<file path="config.mk">
export PLATFORM = sky130hd
export DESIGN_NAME = poly_sequencer
export DESIGN_NICKNAME = d
export VERILOG_FILES = /design/src/rtl/poly_sequencer.sv
export SDC_FILE = /design/constraint.sdc
export NUM_CORES = 1
export LEC_CHECK = 0
export ABC_CLOCK_PERIOD_IN_PS = 2200
export CAP_MARGIN = 20
export CORE_AREA = 8 8 45 47
export DETAILED_ROUTE_END_ITERATION = 10
export DIE_AREA = 0 0 53 55
export REMOVE_ABC_BUFFERS = 1
export SETUP_SLACK_MARGIN = 0.05
export SLEW_MARGIN = 20
export SYNTH_ARGS = -nofsm -noshare
export SYNTH_HDL_FRONTEND = slang
export SYNTH_SLANG_ARGS = --single-unit
</file>
<file path="constraint.sdc">
create_clock -name clk -period 2.2 [get_ports clk]
set_clock_uncertainty 0.1 [all_clocks]
set_input_delay 0.22 -clock clk [delete_from_list [all_inputs] [get_ports clk]]
set_output_delay 0.22 -clock clk [all_outputs]
set_load 0.05 [all_outputs]
</file>
<file path="src/rtl/poly_sequencer.sv">
// rtl/poly_sequencer.sv - Moore FSM sequencing operand load and R = A*X^2 + B*X + C over a shared 8-bit datapath (optional POLY_SEQ_STEP_EN)
module poly_sequencer #(
  parameter int AUTO_RESTART = 1
) (
  input  logic       clk,
  input  logic       resetn,
  input  logic       go,
`ifdef POLY_SEQ_STEP_EN
  input  logic       step,
`endif
  output logic       ld_a,
  output logic       ld_b,
  output logic       ld_c,
  output logic       ld_x,
  output logic       ld_r,
  output logic       ld_alu_out,
  output logic [1:0] alu_select_a,
  output logic [1:0] alu_select_b,
  output logic       alu_op,
  output logic       busy,
  output logic       done,
  output logic [1:0] operand_idx
);

  typedef enum logic [3:0] {
    S_LOAD_A      = 4'd0,
    S_LOAD_A_WAIT = 4'd1,
    S_LOAD_B      = 4'd2,
    S_LOAD_B_WAIT = 4'd3,
    S_LOAD_C      = 4'd4,
    S_LOAD_C_WAIT = 4'd5,
    S_LOAD_X      = 4'd6,
    S_LOAD_X_WAIT = 4'd7,
    S_CYCLE_0     = 4'd8,
    S_CYCLE_1     = 4'd9,
    S_CYCLE_2     = 4'd10,
    S_CYCLE_3     = 4'd11,
    S_CYCLE_4     = 4'd12,
    S_DONE        = 4'd13
  } state_t;

  localparam logic [1:0] SEL_A = 2'd0;
  localparam logic [1:0] SEL_B = 2'd1;
  localparam logic [1:0] SEL_C = 2'd2;
  localparam logic [1:0] SEL_X = 2'd3;

  state_t r_state;
  logic   w_adv;

  // Compute steps advance only when allowed; without stepping they run every cycle.
`ifdef POLY_SEQ_STEP_EN
  assign w_adv = step;
`else
  assign w_adv = 1'b1;
`endif

  // State register: operand handshake, microprogram sequencing and restart handling.
  always_ff @(posedge clk) begin
    if (!resetn) begin
      r_state <= S_LOAD_A;
    end else begin
      case (r_state)
        S_LOAD_A:      if (go)  r_state <= S_LOAD_A_WAIT;
        S_LOAD_A_WAIT: if (!go) r_state <= S_LOAD_B;
        S_LOAD_B:      if (go)  r_state <= S_LOAD_B_WAIT;
        S_LOAD_B_WAIT: if (!go) r_state <= S_LOAD_C;
        S_LOAD_C:      if (go)  r_state <= S_LOAD_C_WAIT;
        S_LOAD_C_WAIT: if (!go) r_state <= S_LOAD_X;
        S_LOAD_X:      if (go)  r_state <= S_LOAD_X_WAIT;
        S_LOAD_X_WAIT: if (!go) r_state <= S_CYCLE_0;
        S_CYCLE_0:     if (w_adv) r_state <= S_CYCLE_1;
        S_CYCLE_1:     if (w_adv) r_state <= S_CYCLE_2;
        S_CYCLE_2:     if (w_adv) r_state <= S_CYCLE_3;
        S_CYCLE_3:     if (w_adv) r_state <= S_CYCLE_4;
        S_CYCLE_4:     if (w_adv) r_state <= S_DONE;
        S_DONE: begin
          if (AUTO_RESTART != 0) begin
            r_state <= S_LOAD_A;
          end else if (go) begin
            // The restart press is swallowed here so it does not also load A.
            r_state <= S_LOAD_A_WAIT;
          end
        end
        default:       r_state <= S_LOAD_A;
      endcase
    end
  end

  // Output decode from the current state; load strobes in compute are gated by w_adv.
  always_comb begin
    ld_a         = 1'b0;
    ld_b         = 1'b0;
    ld_c         = 1'b0;
    ld_x         = 1'b0;
    ld_r         = 1'b0;
    ld_alu_out   = 1'b0;
    alu_select_a = SEL_A;
    alu_select_b = SEL_A;
    alu_op       = 1'b0;
    busy         = 1'b0;
    done         = 1'b0;
    operand_idx  = 2'd0;
    case (r_state)
      S_LOAD_A: begin
        ld_a        = 1'b1;
        operand_idx = 2'd0;
      end
      S_LOAD_B: begin
        ld_b        = 1'b1;
        operand_idx = 2'd1;
      end
      S_LOAD_C: begin
        ld_c        = 1'b1;
        operand_idx = 2'd2;
      end
      S_LOAD_X: begin
        ld_x        = 1'b1;
        operand_idx = 2'd3;
      end
      S_CYCLE_0, S_CYCLE_1: begin
        alu_select_a = SEL_A;
        alu_select_b = SEL_X;
        alu_op       = 1'b1;
        ld_a         = w_adv;
        ld_alu_out   = 1'b1;
        busy         = 1'b1;
      end
      S_CYCLE_2: begin
        alu_select_a = SEL_B;
        alu_select_b = SEL_X;
        alu_op       = 1'b1;
        ld_b         = w_adv;
        ld_alu_out   = 1'b1;
        busy         = 1'b1;
      end
      S_CYCLE_3: begin
        alu_select_a = SEL_A;
        alu_select_b = SEL_B;
        alu_op       = 1'b0;
        ld_a         = w_adv;
        ld_alu_out   = 1'b1;
        busy         = 1'b1;
      end
      S_CYCLE_4: begin
        alu_select_a = SEL_A;
        alu_select_b = SEL_C;
        alu_op       = 1'b0;
        ld_r         = w_adv;
        busy         = 1'b1;
      end
      S_DONE: begin
        done = 1'b1;
      end
      S_LOAD_A_WAIT, S_LOAD_B_WAIT, S_LOAD_C_WAIT, S_LOAD_X_WAIT: begin
        operand_idx = 2'd0;
      end
      default: begin
        // Unused encodings present reset-value outputs for their single cycle.
        ld_a = 1'b1;
      end
    endcase
  end

endmodule

</file>
==> metrics <==
DRT iter0 DRCs 13; crit path from r_state[0]; period utilisation layout 84.92%; Crit Reg-Reg Endpoint r_state[3]; Max VDD drop 0.2270 mV; full die area between 2000 and 3000 um2; Post-route DRC 0; final worst slack 0.3318 ns; share of layout cells above drive strength 1 30.30%; max_cap viols 0; TNS Setup 0 ns; Cells after DPL between 70 and 80; CTS sink count 4; setup violators final 0; EDFF count, synth 0; Final Util 36.35%; Post-CTS Setup Repair Bufs 0; Vias/cell 4.561; worst endpoint required time 1.88 ns; LEAKAGE 0.2529 nW; clk slew on worst S/H paths about 0.04 ns; total wire length 941 um; Port Buffer Count 16; Post-Layout Cell Count 82; largest net degree at the start of global routing 15; CP Class flip-flop to output port; grt total ovfl 0; Hold Fails Final Rpt 0; Core Box Area 1384 um2; area delta synth->final 42.55%; via count 374; CTS max path bufs 2; cell taking the most area after synthesis dfxtp_1; RSZ-0062 raised after global routing no; post-synthesis async set-or-reset flop share 0%; largest fanout on the critical path 14; synthesized instance count 49; Mapped Area 352.8 um2; Storage cell area 80.08 um2; Post-Place Worst Slack 0.3002 ns; htree depth 1; Post-DP HPWL ~750 um; FF-to-FF setup slack 0.92 ns; Initial Util 25.50%; startpoint class of the critical path flip-flop; synth unique cells 23; main flop type after synthesis dfxtp_1; R2R cell count 3; number of diodes 0; Root Driver clkbuf_4; mean area per synthesized cell 7.201 um2; Largest regs r_state x4; wire per inst between 10 and 15 um; vias in the first global route around 360; max reg flops 4; Critical Path Sink alu_select_b[1]; Seq cells post-synth 4; routability cong. 0.7637; Synth area leaders dfxtp_1 (23%), buf_6 (6.4%), nand2_1 (6.4%); antenna violations before repair 0; Num CTS Buffers 3; area of the multi-input gates ~220 um2; largest register by flop count r_state; Synth top area share 22.70%; Worst Path Arrival 1.55 ns; chip width 53 um; worst reg2reg path startpoint r_state[0]; sequential share of the synthesized area 22.70%; first-pass GRT wire length 1.483 mm; CP endpoint kind output port; Clock Latency Late Sink 0.23 ns; Tmin final 1.868 ns; First-pass DRT Iterations 4; Final Power 0.2143 mW; I/O pins 18; post-route ant nets 0; Post-synth top cells nand2_1 (6), nor2_1 (6), a21oi_1 (4), dfxtp_1 (4), nor3_1 (4); status finished, final reports clean; FMAX 535.3 MHz; PwrDens 426.0 nW/um2; row count 14; CTS tree yes; DIE HEIGHT 55 um; FILL cells about 140; Final Max Tran Viols 0; HP Class input port to flip-flop; fin nets 71; Synth Warn # 0; All-Layer GR Usage 6.718%
## critical path: stages, from the launching register on
cell,delay (ns)
dfxtp_1,0.42
a21oi_1,0.21
o21a_1,0.14
dlygate4sd2_1,0.53
## cell type report
type,count,share of cell area [%]
Multi-Input combinational cell,38,44.28
Tap cell,16,3.980
Clock buffer,3,4.478
Inverter,2,1.493
Timing Repair Buffer,19,29.85
Sequential cell,4,15.92
## timing repair
| action | in CTS | in global routing |
|---|---|---|
| hold buffers | 0 | 0 |
| setup endpoints to repair | 2 | 0 |
| resized for setup | 2 | 0 |
## worst min path at each step
stage / startpoint / to / depth (start not counted)
after floorplan: resetn / r_state[3] / 1
after global placement: r_state[1] / r_state[1] / 2
after detailed placement: r_state[1] / r_state[1] / 2
after CTS: resetn / r_state[3] / 2
after global routing: resetn / r_state[3] / 2
final: resetn / r_state[3] / 2
## cell families (layout without fill, tap and decap cells)
group	after synthesis	in the layout	share of synthesized area, %
and+or+nand+nor	25	25	37.94
buffers and inverters	7	24	14.18
muxes	1	1	4.254
AOI/OAI and AO/OA	11	11	19.86
DFF	4	4	22.70
other	1	1	1.063
## stage by stage
step                      hold WS [ns]  area [um2]
after detailed placement        0.5153       483.0
after floorplan                 0.2377       310.3
after CTS                       0.5095       503.0
after global placement          0.5123       483.0
after global routing            0.5233       503.0
final                           0.5168       503.0
## power by group
part | total, mW | leakage [nW] | internal, mW | switching [mW]
Clock | 0.0893 | 0.0138 | 0.0609 | 0.0284
Sequential | 0.0810 | 0.0326 | 0.0751 | 0.00584
Combinational | 0.0440 | 0.206 | 0.0163 | 0.0278
Total | 0.214 | 0.253 | 0.152 | 0.0620
## routing by layer
metal  track usage (%)  wire [um]  up-vias
met5                 0          0        -
met4             5.172          0        0
met3             2.139        124        0
met2             11.33        421       18
met1             6.829        395      162
li1                  -          -      194
## placed cells by master, fill, tap and decap left out
| cell type | instances |
|---|---|
| a21oi_1 | 4 |
| clkdlybuf4s50_1 | 2 |
| mux2_4 | 1 |
| clkbuf_4 | 3 |
| o211ai_1 | 1 |
| dfxtp_1 | 4 |
| and2_1 | 1 |
| a21boi_1 | 1 |
| nand2_1 | 6 |
| a21o_1 | 1 |
| nor2_1 | 6 |
| dlygate4sd2_1 | 2 |
| nor3_1 | 4 |
| conb_1 | 1 |
| buf_4 | 15 |
| nor2b_1 | 2 |
| inv_1 | 2 |
| nand2b_4 | 1 |
| nor3b_1 | 1 |
| o21ai_0 | 1 |
| and4b_1 | 1 |
| nand2b_1 | 3 |
| o31ai_1 | 1 |
| o21a_1 | 2 |
Power figures use the tool's default switching activity.
